[src/rtl/sp_operand_loader.sv]
// sp_operand_loader: serial (a,b) element collector that packs Ndata pairs
// into the A/B operand buses of scalar_product, holds them for SETTLE_CYC
// cycles, then captures scalar_product.out onto a valid/ready result port.
module sp_operand_loader #(
  parameter int Nbits      = 4,
  parameter int Ndata      = 4,
  parameter int SETTLE_CYC = 2
) (
  input  logic                   clk,
  input  logic                   rst,
  input  logic                   in_valid,
  output logic                   in_ready,
  input  logic [Nbits-1:0]       in_a,
  input  logic [Nbits-1:0]       in_b,
  output logic [Ndata*Nbits-1:0] A,
  output logic [Ndata*Nbits-1:0] B,
  input  logic [2*Nbits-1:0]     sp_out,
  output logic                   res_valid,
  input  logic                   res_ready,
  output logic [2*Nbits-1:0]     res_data,
  output logic                   busy
);

  // Counter widths stay at least one bit so Ndata=1 / SETTLE_CYC=1 elaborate.
  localparam int EW = (Ndata > 1) ? $clog2(Ndata) : 1;
  localparam int SW = (SETTLE_CYC > 1) ? $clog2(SETTLE_CYC) : 1;
  localparam logic [EW-1:0] ELEM_LAST   = EW'(Ndata - 1);
  localparam logic [SW-1:0] SETTLE_LAST = SW'(SETTLE_CYC - 1);

  typedef enum logic [1:0] {
    LOAD,
    SETTLE,
    RESULT
  } state_t;

  state_t          state;
  logic [EW-1:0]   elem_cnt;
  logic [SW-1:0]   settle_cnt;
  logic            accept;

  // Ready only in LOAD and never while reset is asserted.
  assign in_ready = (state == LOAD) && !rst;
  assign busy     = (state != LOAD);
  assign accept   = in_valid && in_ready;

  // Loader FSM: collect elements, hold operands while settling, present result.
  always_ff @(posedge clk) begin
    if (rst) begin
      state      <= LOAD;
      elem_cnt   <= '0;
      settle_cnt <= '0;
      A          <= '0;
      B          <= '0;
      res_data   <= '0;
      res_valid  <= 1'b0;
    end else begin
      case (state)
        LOAD: begin
          if (accept) begin
            A[int'(elem_cnt)*Nbits +: Nbits] <= in_a;
            B[int'(elem_cnt)*Nbits +: Nbits] <= in_b;
            if (elem_cnt == ELEM_LAST) begin
              elem_cnt   <= '0;
              settle_cnt <= '0;
              state      <= SETTLE;
            end else begin
              elem_cnt <= elem_cnt + 1'b1;
            end
          end
        end
        SETTLE: begin
          if (settle_cnt == SETTLE_LAST) begin
            res_data  <= sp_out;
            res_valid <= 1'b1;
            state     <= RESULT;
          end else begin
            settle_cnt <= settle_cnt + 1'b1;
          end
        end
        RESULT: begin
          if (res_ready) begin
            res_valid <= 1'b0;
            state     <= LOAD;
          end
        end
        default: state <= LOAD;
      endcase
    end
  end

endmodule

[config.mk]
export PLATFORM = sky130hd
export DESIGN_NAME = sp_operand_loader
export DESIGN_NICKNAME = d
export VERILOG_FILES = /design/src/rtl/sp_operand_loader.sv
export SDC_FILE = /design/constraint.sdc
export NUM_CORES = 1
export LEC_CHECK = 0
export ABC_CLOCK_PERIOD_IN_PS = 3200
export CORE_MARGIN = 2
export CORE_UTILIZATION = 40
export CTS_BUF_LIST = sky130_fd_sc_hd__clkbuf_4
export CTS_CLUSTER_SIZE = 40
export DETAILED_ROUTE_END_ITERATION = 7
export PLACE_DENSITY_LB_ADDON = 0.1
export SYNTH_ARGS = -nofsm -noshare
export SYNTH_HDL_FRONTEND = slang
export SYNTH_SLANG_ARGS = --single-unit
[constraint.sdc]
create_clock -name clk -period 3.2 [get_ports clk]
set_clock_uncertainty 0.15 [all_clocks]
set_input_delay 0.48 -clock clk [delete_from_list [all_inputs] [get_ports clk]]
set_output_delay 0.48 -clock clk [all_outputs]
set_load 0.01 [all_outputs]
* Word-level counts from Yosys, hierarchy flattened
Cells that the tools add are included.
** Cells by class
- $add $sub $neg :: 3
- Equal/unequal tests :: 7
- Shift-type cells :: 3
- Mux-type cells :: 15
- Reductions and logical operators :: 12
** Operator list (number)
- 4-bit by 33-bit indexed part select with 16-bit output :: 2
- 4-bit negation with 33-bit output :: 1
- 4-bit by 33-bit variable shift with 16-bit output, first input constant :: 1
- 16-bit bitwise mux :: 2
- 2-bit 2-to-1 mux :: 5
- 2-bit inequality test, second input constant :: 3
- 2-bit case mux with 3 select lines :: 1
- 3-bit AND reduction :: 2
- 2-bit nonzero test :: 3
- 1-bit 2-to-1 mux :: 5
- 2-bit equality test, second input constant :: 2
- 1-bit case mux with 2 select lines :: 2
- 2-bit AND reduction :: 2
- 4-bit AND reduction :: 1
- 2-bit by 1-bit adder with 2-bit output, second input constant :: 1
- 2-bit by 1-bit equality test with 1-bit output, second input constant :: 1
- 1-bit logical AND :: 2
- 2-bit logical NOT :: 1
- 2-bit by 1-bit inequality test with 1-bit output, second input constant :: 1
- 1-bit adder, second input constant :: 1
- 1-bit logical NOT :: 1
** Storage, ports and cells
- Bits in registers :: 46
- Bits of input ports :: 20
- Output and inout bits :: 43
- Logic and storage cells :: 47

* Longest topological paths before layout
- Depth after elaboration :: 5
- Mapped depth :: 7
- Gate-level depth less buffers :: 5

* Worst setup path before layout
Ideal clock, no wire load.
- Path kind :: input port to output port
- From :: input port rst
- To :: output port in_ready
- Arrival :: 1322 ps
- Required time :: 2570 ps
- Setup slack :: 1248 ps
- Stages :: 4
- Path buffers :: 3
- Cell sequence :: buf_2 clkbuf_1 clkbuf_1 nor2_1
** On the way
- Cells in the longest elaborated chain, start to end :: 2
** Ends and longest elaborated chain
- from (decl) :: line 10 : input logic rst,
- 1-bit logical NOT :: line 42 : assign in_ready = (state == LOAD) && !rst;
- 1-bit logical AND :: line 42
- to (decl) :: line 12 : output logic in_ready,
Every way passes these cells.

* Worst setup path in the final report
Same ends and word-level chain as after synthesis.

==> run metrics <==
status=completed; synth cell count leaders=46 x dfxtp_1, 33 x nand2b_1, 32 x o21ai_0; largest area contributor in the netlist=dfxtp_1; number of buffers and inverters on the critical path=3; Syn Inst Count=224; I/O pin total=63; diode count=0; Crit Path Class=in -> out; Post-synth EDFFs=0; Power Total=1.004 mW; Final Slew Violations=0; Worst R2R Setup Slack=930 ps; Worst Tran Pin Value=644.8 ps; Fin. Hold Viols=0; Core Area=5042 um^2; Routed met2 length=2261 um; max capacitance violation total=0; Synth cell types=26; chip height=75.71 um; die area=5732 um^2; relative slew slack=56.90%; drt drc=0; cts repair resizes=0; die width=75.71 um; Synth-to-Final Area Change=34.19%; dominant cells by area after synthesis=dfxtp_1 45%, nand2b_1 10%, nand4_1 9.1%; H-tree Lvls=2; max layer used=met4; Worst EP arrival=1820 ps; post-route setup TNS=0 ps; Pleak=0.9892 nW; Crit Path Max Fanout=13; vias in the first global route=1,654; Iter 0 DRT Violations=99; Crit-path slowest cell=clkdlybuf4s50_1; # clock sinks=46; # Post-CTS Setup Buffers=0; R2R cell count=5; First-pass DRT Iterations=4; Final nets=303; pin count of the biggest net entering global routing=42; port bufs=62; Worst Hold Class=reg -> reg; Syn Nets=250; GPL Wtd Cong=0.7272; DR WL/cell=13.35 um; routed vias/inst=5.040; first-pass GRT wire length=7610 um; final setup fails=0; initial antenna violation count=0; Initial Util=40.79%; area share of the largest cell type after synthesis=44.77%; # hold bufs at CTS=0; maximum buffer depth of the clock tree=2; Routed Antenna Nets=0; CP Capture Type=output pin; most common cell in the netlist=dfxtp_1; Tot GR Track Use=17.63%; cell mode on critical path=clkdlybuf4s50_1; share of cells above drive strength 1=6.835%; worst ir drop on vdd=0.0001586 V; Vias=1,754; Worst-path clk slew=120 ps; CP Depth=4; ys flop type=dfxtp_1; delay-heaviest family, CP=buffers and inverters; Worst-Skew Late Latency=350 ps; Routed WL=4645 um; Yosys reg bits=46; Netlist Area Pre-Place=2057 um^2; startpoint type of the worst setup path=input pin; pwr dens=363.9 nW/um^2; CP cell instances=clkdlybuf4s50_1 > buf_4 > nor2_1 > clkdlybuf4s50_1; RSZ-0062 raised after global routing=false; CP peak stage delay=540 ps; crit share post-route=76.62%; clk root buf=clkbuf_4; Synth warnings=0; hold depth=2; # rows=26; Syn Area/Cell=9.183 um^2; TritonCTS buffer count=5; Critical Path RT=2570 ps; Final min period=2452 ps; Met3 Wirelength=233 um; Peak Freq=407.8 MHz; Synth async-reset ratio=0%; Overflow after GRT=0; CTS tree=yes; Met1 Routed Length=2088 um; sequential fraction of the synthesis area=44.77%; HPWL after detailed placement=3382 um
==> cell usage in the layout, fill, tap and decap left out <==
| cell type | n |
|---|---|
| a21oi_1 | 3 |
| and2_1 | 4 |
| and3b_1 | 1 |
| and4bb_2 | 1 |
| buf_4 | 4 |
| clkbuf_4 | 6 |
| clkdlybuf4s50_1 | 62 |
| clkinv_1 | 1 |
| clkinv_2 | 1 |
| dfxtp_1 | 46 |
| ha_1 | 6 |
| inv_1 | 2 |
| mux2_2 | 1 |
| mux2i_1 | 12 |
| nand2_1 | 3 |
| nand2b_1 | 33 |
| nand3b_1 | 3 |
| nand4_1 | 30 |
| nor2_1 | 12 |
| nor2b_1 | 6 |
| nor3_1 | 1 |
| nor3b_1 | 2 |
| nor3b_2 | 1 |
| nor4b_2 | 2 |
| nor4b_4 | 1 |
| o21ai_0 | 32 |
| or2_2 | 1 |
| or3b_2 | 1 |
==> routing by layer <==
layer,vias up,global-route usage [%]
li1,888,-
met1,814,22.56
met2,45,29.37
met3,7,4.101
met4,0,5.848
met5,-,0
==> state kept, by name (all words and copies together), names as in the netlist <==
signal,count
state,2
res_valid,1
settle_cnt,1
elem_cnt,2
res_data,8
B,16
A,16
==> metrics by stage <==
stage / worst slack (ps) / cells / area [um^2] / util, % / hold slack (ps)
CTS: 732.9 / 348 / 2760 / 54.74 / 337.4
detailed placement: 741.4 / 340 / 2706 / 53.67 / 317.0
floorplan: 1248 / 224 / 2057 / - / 321.8
finish: 748.1 / 348 / 2760 / 54.74 / 331.0
global route: 660.5 / 348 / 2760 / 54.74 / 358.2
global placement: 742.5 / 340 / 2706 / 53.67 / 315.2
==> worst paths after layout <==
path | from | endpoint
setup / recovery | rst | in_ready
hold / removal | A[4]$_SDFFE_PP0P_ | A[4]$_SDFFE_PP0P_
setup reg to reg | elem_cnt[0]$_SDFFE_PP0P_ | A[8]$_SDFFE_PP0P_
hold reg to reg | A[4]$_SDFFE_PP0P_ | A[4]$_SDFFE_PP0P_
==> power by group <==
part	internal, mW	leakage [nW]	switching, mW
clock network	0.0913	0.0331	0.179
registers	0.582	0.371	0.00939
logic	0.0678	0.585	0.0746
==> final cells by class <==
class / instances / area (um^2)
clock buffers: 6 / 45.04
multi-input cells: 156 / 1040
fillers: 522 / 2282
well taps: 70 / 87.58
flip-flops and latches: 46 / 920.9
repair buffers: 66 / 650.6
clock inverters: 2 / 8.758
inverters: 2 / 7.507
==> kinds of logic after synthesis <==
logic type	share of synthesized area, %
compound gates	8.515
simple gates	31.99
flops	44.77
mux	6.387
fa+ha+maj	3.650
buf+inv	4.684
==> worst min-delay path, cell delays in order, from the launching register on <==
cell and delay [ps]:
dfxtp_1 330, nand2b_1 60, mux2i_1 50
(Power assumes the default switching activity.)
